===== src/rtl/execute_stage.sv =====
// Execute stage: single-cycle ALU ops plus an iterative shift-add MUL,
// registered result bundle for write-back and the NZCV flag register.
module execute_stage #(
  parameter int WIDTH = 32
) (
  input  logic             clk,
  input  logic             reset,
  input  logic             in_valid,
  input  logic [2:0]       ALUControl,
  input  logic [WIDTH-1:0] SrcA,
  input  logic [WIDTH-1:0] SrcB,
  input  logic [WIDTH-1:0] WD_in,
  input  logic             MemWrite_in,
  input  logic             MemtoReg_in,
  input  logic             FlagWrite,
  output logic             busy,
  output logic             out_valid,
  output logic [WIDTH-1:0] ALUResult,
  output logic [WIDTH-1:0] WD,
  output logic             MemWrite,
  output logic             MemtoReg,
  output logic [3:0]       Flags
);

  localparam int CW = $clog2(WIDTH) + 1;

  typedef enum logic {IDLE, MUL} state_t;

  state_t           state, state_n;
  logic [WIDTH-1:0] mcand, mplier, acc, acc_n;
  logic [WIDTH-1:0] alu_res, opb;
  logic [WIDTH:0]   sum;
  logic [CW-1:0]    count;
  logic             memwrite_q, fw_q;
  logic             accept, is_mul, is_sub;
  logic             arith, mul_done;
  logic             alu_c, alu_v;

  assign accept   = in_valid & ~busy;
  assign is_mul   = ALUControl == 3'b101;
  assign is_sub   = ALUControl == 3'b001;
  assign arith    = ALUControl == 3'b000 || is_sub;
  assign mul_done = state == MUL && count == CW'(WIDTH - 1);
  assign acc_n    = mplier[0] ? acc + mcand : acc;
  assign MemWrite = memwrite_q & out_valid;

  always_ff @(posedge clk) begin
    if (reset) state <= IDLE;
    else       state <= state_n;
  end

  always_comb begin
    state_n = state;
    unique case (state)
      IDLE: if (accept && is_mul) state_n = MUL;
      MUL:  if (mul_done)         state_n = IDLE;
    endcase
  end

  always_comb begin
    busy = state == MUL;
  end

  // SUB is A + ~B + 1; V compares A against the inverted operand
  always_comb begin
    opb   = is_sub ? ~SrcB : SrcB;
    sum   = {1'b0, SrcA} + {1'b0, opb}
          + {{WIDTH{1'b0}}, is_sub};
    alu_c = sum[WIDTH];
    alu_v = (SrcA[WIDTH-1] == opb[WIDTH-1])
          && (sum[WIDTH-1] != SrcA[WIDTH-1]);
    alu_res = '0;
    unique case (ALUControl)
      3'b000: alu_res = sum[WIDTH-1:0];
      3'b001: alu_res = sum[WIDTH-1:0];
      3'b010: alu_res = SrcA & SrcB;
      3'b011: alu_res = SrcA | SrcB;
      3'b100: alu_res = SrcA ^ SrcB;
      3'b101: alu_res = '0;
      3'b110: alu_res = SrcB;
      3'b111: alu_res = '0;
    endcase
  end

  always_ff @(posedge clk) begin
    if (reset) begin
      out_valid  <= 1'b0;
      ALUResult  <= '0;
      WD         <= '0;
      MemtoReg   <= 1'b0;
      memwrite_q <= 1'b0;
      fw_q       <= 1'b0;
      Flags      <= 4'b0000;
      mcand      <= '0;
      mplier     <= '0;
      acc        <= '0;
      count      <= '0;
    end else begin
      out_valid <= 1'b0;
      if (accept) begin
        WD         <= WD_in;
        MemtoReg   <= MemtoReg_in;
        memwrite_q <= MemWrite_in;
        fw_q       <= FlagWrite;
        if (is_mul) begin
          mcand  <= SrcA;
          mplier <= SrcB;
          acc    <= '0;
          count  <= '0;
        end else begin
          ALUResult <= alu_res;
          out_valid <= 1'b1;
          if (FlagWrite && ALUControl != 3'b111) begin
            Flags[3] <= alu_res[WIDTH-1];
            Flags[2] <= alu_res == '0;
            if (arith) Flags[1:0] <= {alu_c, alu_v};
          end
        end
      end else if (state == MUL) begin
        acc    <= acc_n;
        mcand  <= mcand << 1;
        mplier <= mplier >> 1;
        count  <= count + CW'(1);
        if (mul_done) begin
          ALUResult <= acc_n;
          out_valid <= 1'b1;
          if (fw_q) Flags[3:2] <= {acc_n[WIDTH-1], acc_n == '0};
        end
      end
    end
  end

endmodule

===== config.mk =====
export PLATFORM = sky130hd
export DESIGN_NAME = execute_stage
export DESIGN_NICKNAME = d
export VERILOG_FILES = /design/src/rtl/execute_stage.sv
export SDC_FILE = /design/constraint.sdc
export NUM_CORES = 1
export LEC_CHECK = 0
export CORE_MARGIN = 2
export CORE_UTILIZATION = 57
export DETAILED_ROUTE_END_ITERATION = 6
export PLACE_DENSITY = 0.82
export RECOVER_POWER = 50
export SYNTH_ARGS = -nofsm -noshare
export SYNTH_HDL_FRONTEND = slang
export SYNTH_SLANG_ARGS = --single-unit

===== constraint.sdc =====
create_clock -name clk -period 6.7 [get_ports clk]
set_input_delay 0.67 -clock clk [delete_from_list [all_inputs] [get_ports clk]]
set_output_delay 0.67 -clock clk [all_outputs]
set_load 0.01 [all_outputs]

# After elaboration in Yosys (flattened, before gate mapping)
# Index checks and enable logic that the tools add are counted.
# word_totals
input_bits	105
wordCells	89
reg_bits	175
output_inout_bits	72
# classes
bitwise	8
n_reduce_logical	17
addsub	4
n_mux	33
n_eq_ne	14
# ops
cell	n
32-bit two-way mux	15
32-bit one-hot mux with 6 select lines	1
32-bit logical NOT	2
32-bit by 32-bit adder with 33-bit output	1
33-bit by 1-bit adder with 33-bit output	1
32-bit adder	1
32-bit bitwise AND	1
32-bit inverter	1
32-bit bitwise OR	1
32-bit XOR	1
6-bit two-way mux	3
3-bit == test (second input constant)	4
2-bit two-way mux	5
4-bit two-way mux	2
6-bit by 1-bit adder with 6-bit output (second input constant)	1
3-bit by 2-bit == test with 1-bit output (second input constant)	2
6-bit by 5-bit == test with 1-bit output (second input constant)	1
1-bit two-way mux	6
2-bit nonzero test	3
5-bit AND reduction	1
1-bit logical AND	4
2-bit by 1-bit != test with 1-bit output (second input constant)	2
4-bit AND reduction	1
2-bit OR reduction	2
other kinds (12)	14

# Longest topological paths before layout
# depth
word_depth	10
mapped_depth	20
mapped_depth_nobuf	16

# Worst setup path before layout
# OpenSTA, ideal clock, no wires.
# synth_timing
kind	input to register
from	input ALUControl[1]
to	register Flags[2]
path_slack_ps	1839
required_time_ps	6641
path_stages	19
arrival_time_ps	4803
path_cell_list	clkbuf_1 > or2_0 > clkbuf_1 > nor2_1 > buf_1 > xnor2_1 > ha_1 > clkbuf_1 > a211o_1 > a21oi_1 > a31oi_1 > or2_2 > xor2_1 > a21o_1 > a2111oi_0 > nand4b_1 > nor4b_1 > and4_1 > a31o_1
# synth_between
elab_chain_cells	9
# synth_rtl
item	line	text
start: declaration	9	input logic [2:0] ALUControl,
3-bit by 1-bit == test with 1-bit output	41, 73	
32-bit two-way mux	66	opb = is_sub ? ~SrcB : SrcB;
32-bit by 32-bit adder with 33-bit output	67	sum = {1'b0, SrcA} + {1'b0, opb}
33-bit by 1-bit adder with 33-bit output	68	+ {{WIDTH{1'b0}}, is_sub};
32-bit one-hot mux with 6 select lines	73	unique case (ALUControl)
32-bit logical NOT	115	Flags[2] <= alu_res == '0;
4-bit two-way mux	113	if (FlagWrite && ALUControl != 3'b111) begin
4-bit two-way mux	105	if (is_mul) begin
2-bit two-way mux	100	if (accept) begin
end signal: assignment	127	if (fw_q) Flags[3:2] <= {acc_n[WIDTH-1], acc_n == '0};
end: declaration	22	output logic [3:0] Flags
# Parallel ways exist; a longest one is shown, timed or not. The select of a mux whose other input is x is not followed.
# A chain may end at the register's enable or synchronous reset.

# Worst setup path in the final report
# layout_timing
from	input in_valid
to	register mplier[29]
# layout_between
elab_chain_cells	3
# layout_rtl
item	line	text
start: declaration	8	input logic in_valid,
1-bit bitwise AND (*)	39	assign accept = in_valid & ~busy;
2-bit by 1-bit != test with 1-bit output (no source line) / 2-bit nonzero test (equally long branches)	--	
2-bit AND reduction (no source line)	--	
end signal: assignment	107	mplier <= SrcB;
end signal: assignment	122	mplier <= mplier >> 1;
end: declaration	30	logic [WIDTH-1:0] mcand, mplier, acc, acc_n;
# Mark *: on every way between the ends. The rest lies on a longest branch, timed or not.

==> results.toml <==
[status]
outcome = "finished, violations left"
violations = "capacitance limit, slew limit"

[routing]
route.vias.total = 14198
finalWirelength_mm = 44.9
detail_route.vias_per_cell = 6.24
drt-pass1-iter-count = 6
residual_antenna_violating_net_count_after_detailed_routing = 0
drtIter0Drc = 1629
wire_per_inst_um = 19.7
drcViolationCount = 0

[grt]
pin_count_of_the_biggest_net_entering_global_routing = 130
initial_antenna_violation_count = 0
first_global_vias = 12821
grt-ovfl-total = 0
first_pass_grt_wire_length_mm = 69.9
grtUsageTotal_pct = 34.4

[yosys]
summed_instance_area_of_the_synthesized_netlist_um2 = 13700
synth_commonest_cells = "sky130_fd_sc_hd__nand2_1 (317), sky130_fd_sc_hd__nor2_1 (216), sky130_fd_sc_hd__dfxtp_1 (175)"
synthDominantAreaCellType = "sky130_fd_sc_hd__dfxtp_1"
ys_types = 84
leading_cell_type_by_number_of_instances_after_synthesis = "sky130_fd_sc_hd__nand2_1"
ys_seq_elements = 175
synth-seq-area-share_pct = 25.7
post_synth_and_or_nand_nor_area_fraction_pct = 21.4
muxShareOfSynthArea_pct = 3.40
complex_gate_fraction_of_the_synthesized_area_pct = 26.8
dominant_combinational_cell_family_by_area_after_synthesis = "compound AO/OA/AOI/OAI gates"
synth-xor-area-share_pct = 4.68
yosysWarnings = 0
syn-instance-count = 1855
synth-edff-count = 0
netlist_top_cells_area = "sky130_fd_sc_hd__dfxtp_1 (26%), sky130_fd_sc_hd__ha_1 (12%), sky130_fd_sc_hd__nand2_1 (8.7%), sky130_fd_sc_hd__a21oi_1 (6.3%), sky130_fd_sc_hd__nor2_1 (5.9%)"
syn_avg_cell_area_um2 = 7.36
mappedNetlistNets = 2091
ys_async_sr_fraction_pct = 0
yosys_most_used_dff = "sky130_fd_sc_hd__dfxtp_1"
adder_cell_share_of_the_synthesized_area_pct = 12.1
synth_top_area_share_pct = 25.7

[setup_path]
worstPathRequired_ns = 7.05
path_cells = "clkdlybuf4s50_1, nor2b_4, clkbuf_1, nand3_1, buf_4, nand2_4, buf_12, nor2_1, a311oi_1"
cpMaxStageDelayCell = "sky130_fd_sc_hd__clkbuf_1"
timing.rr.end = "mplier[29]$_SDFFE_PP0P_"
timing.critical_path.from_type = "input pin"
crit_type = "in -> reg"
critical_path.max_stage_delay_ns = 2.14
reg2regPathDepth = 9
r2r_start = "busy$_SDFF_PP0_"
r2r_slack_ns = 1.60
crit_path_end_kind = "register"
timing.critical_path.arrival_ns = 5.69
critical_path_peak_fanout = 129

[clock_network]
cts_tree = "built"
number_of_clock_buffers_inserted_by_tritoncts = 17
clk-insertion-delay-late_ns = 0.44
clock_tree.htree_level_count = 4
clk_pin_slew_worst_paths_ns = 0.08
cts_post_setup_buffers_inserted = 0
ctsRootBufferMaster = "sky130_fd_sc_hd__clkbuf_16"
cts.sink_count = 175
post_cts.resized_instances = 0
hold_buffers = 0
cts-root-to-sink-buffers = 2

[floorplan]
floorplan.core_area_um2 = 23500
rows = 56
die_h_um = 159
initial_core_utilization_pct = 58.2
ios = 177
dieArea_um2 = 25200
die_w_um = 159

[hold_path]
hp_start = "WD[27]$_SDFFE_PP0P_"
worst_hold_path.endpoint = "WD[27]$_SDFFE_PP0P_"
hold_path.class = "reg -> reg"
hold_depth = 2

[place]
place_congestion = 0.995
post-dp-hpwl_mm = 32.2
dpl_worst_slack_ns = 1.26
placed_cells = 2246
io_buffer_count = 176

[sta]
clock.fmax_mhz = 187
tns_ns = 0
fin_worst_skew_ns = 0.0128
report.final.hold_viol_count = 0
finalCritPeriodShare_pct = 79.8
drv_slew = 242
rsz0062_at_grt = "no"
worstMarginPinSlew_ns = 3.12
max-slew-margin-rel_pct = -108
setup_viol = 0
fin_crit_ns = 5.35
final_critical_path_setup_slack_ns = 1.35

[finish]
area_delta_synth_final_pct = 17.6
diodes = 0
fraction_of_the_core_area_covered_by_cells_at_the_end_of_the_flow_pct = 68.4
nFillCells = 2037
finish.net_count = 2182
final-instance-count-excl-fill = 2276
drive_above_1_share_pct = 4.75

[power]
vdd.ir_drop.worst_v = 0.000147
power_per_cell_area_nw_per_um2 = 185
power.leakage_nw = 6.87

[flow_run]
timing.max_cap.violations = 5
## where the power goes
part,switching [mW],leakage [nW],total (mW),internal (mW)
logic,0.512,5.17,0.860,0.348
clock network,0.476,0.272,0.979,0.503
registers,0.0357,1.43,1.13,1.09
## worst max-delay path, delay by kind of cell
kind / cells / cell delay (ns)
AND/OR/NAND/NOR: 4 / 1.10
buffers and inverters: 4 / 3.45
AO/OA/AOI/OAI: 1 / 0.30
## kinds of logic after synthesis
family | after synthesis
compound gates | 535
mux | 44
buf+inv | 213
flops | 175
fa+ha+maj | 131
xor+xnor | 73
simple gates | 684
## metrics by stage
stage	hold slack (ns)	cell area, µm²	power, mW
final	0.452	16100	2.97
after CTS	0.452	16100	2.96
after global placement	0.437	15500	1.99
after floorplan	0.432	13700	1.70
after detailed placement	0.444	15500	2.00
after global routing	0.472	16100	3.10
## layout make-up
type | count | area, µm² | share of cell area [%]
clock buffer | 19 | 453 | 2.82
clock inverter | 11 | 98.8 | 0.616
inverter | 89 | 334 | 2.08
multi-input combinational | 1467 | 9370 | 58.4
sequential | 175 | 3500 | 21.8
tap | 319 | 399 | 2.49
timing repair buffer | 196 | 1900 | 11.8
## flip-flops by register name (all words and copies together) (netlist names), 4 cells and up
register	flops
acc	32
mcand	32
WD	32
Flags	4
count	6
ALUResult	32
mplier	32
## per-layer routing
| layer | routed length, µm | up-vias | global-route usage [%] |
|---|---|---|---|
| li1 | - | 6800 | - |
| met1 | 20200 | 6698 | 48.9 |
| met2 | 19800 | 623 | 52.5 |
| met3 | 3670 | 77 | 5.59 |
| met4 | 1200 | 0 | 12.1 |
| met5 | 0 | - | 0 |
## cells in the final DEF, fill, tap and decap left out, types with 20 or more instances in the layout
cell,instances
sky130_fd_sc_hd__o22ai_1,21
sky130_fd_sc_hd__o21ai_0,50
sky130_fd_sc_hd__a21oi_1,171
sky130_fd_sc_hd__a21o_1,31
sky130_fd_sc_hd__nor2_1,214
sky130_fd_sc_hd__inv_1,88
sky130_fd_sc_hd__clkdlybuf4s50_1,100
sky130_fd_sc_hd__xnor2_1,59
sky130_fd_sc_hd__a211oi_1,27
sky130_fd_sc_hd__o211ai_1,21
sky130_fd_sc_hd__ha_1,129
sky130_fd_sc_hd__dlygate4sd3_1,73
sky130_fd_sc_hd__and3_1,22
sky130_fd_sc_hd__dfxtp_1,175
sky130_fd_sc_hd__a311oi_1,68
sky130_fd_sc_hd__nor3_1,20
sky130_fd_sc_hd__mux2i_1,25
sky130_fd_sc_hd__nand3_1,32
sky130_fd_sc_hd__nand2_1,316
## worst max path at each step
| stage | startpoint | endpoint | slack, ns | cells past startpoint |
|---|---|---|---|---|
| final | in_valid | mplier[29]$_SDFFE_PP0P_ | 1.35 | 9 |
| after global routing | in_valid | mplier[29]$_SDFFE_PP0P_ | 0.89 | 9 |
| after CTS | ALUControl[2] | Flags[2]$_SDFFE_PP0P_ | 1.71 | 17 |
| after detailed placement | ALUControl[2] | Flags[2]$_SDFFE_PP0P_ | 1.26 | 17 |
| after global placement | ALUControl[2] | Flags[2]$_SDFFE_PP0P_ | 1.43 | 18 |
| after floorplan | ALUControl[1] | Flags[2]$_SDFFE_PP0P_ | 1.84 | 19 |
No activity file was read; power rests on OpenSTA's default activity.
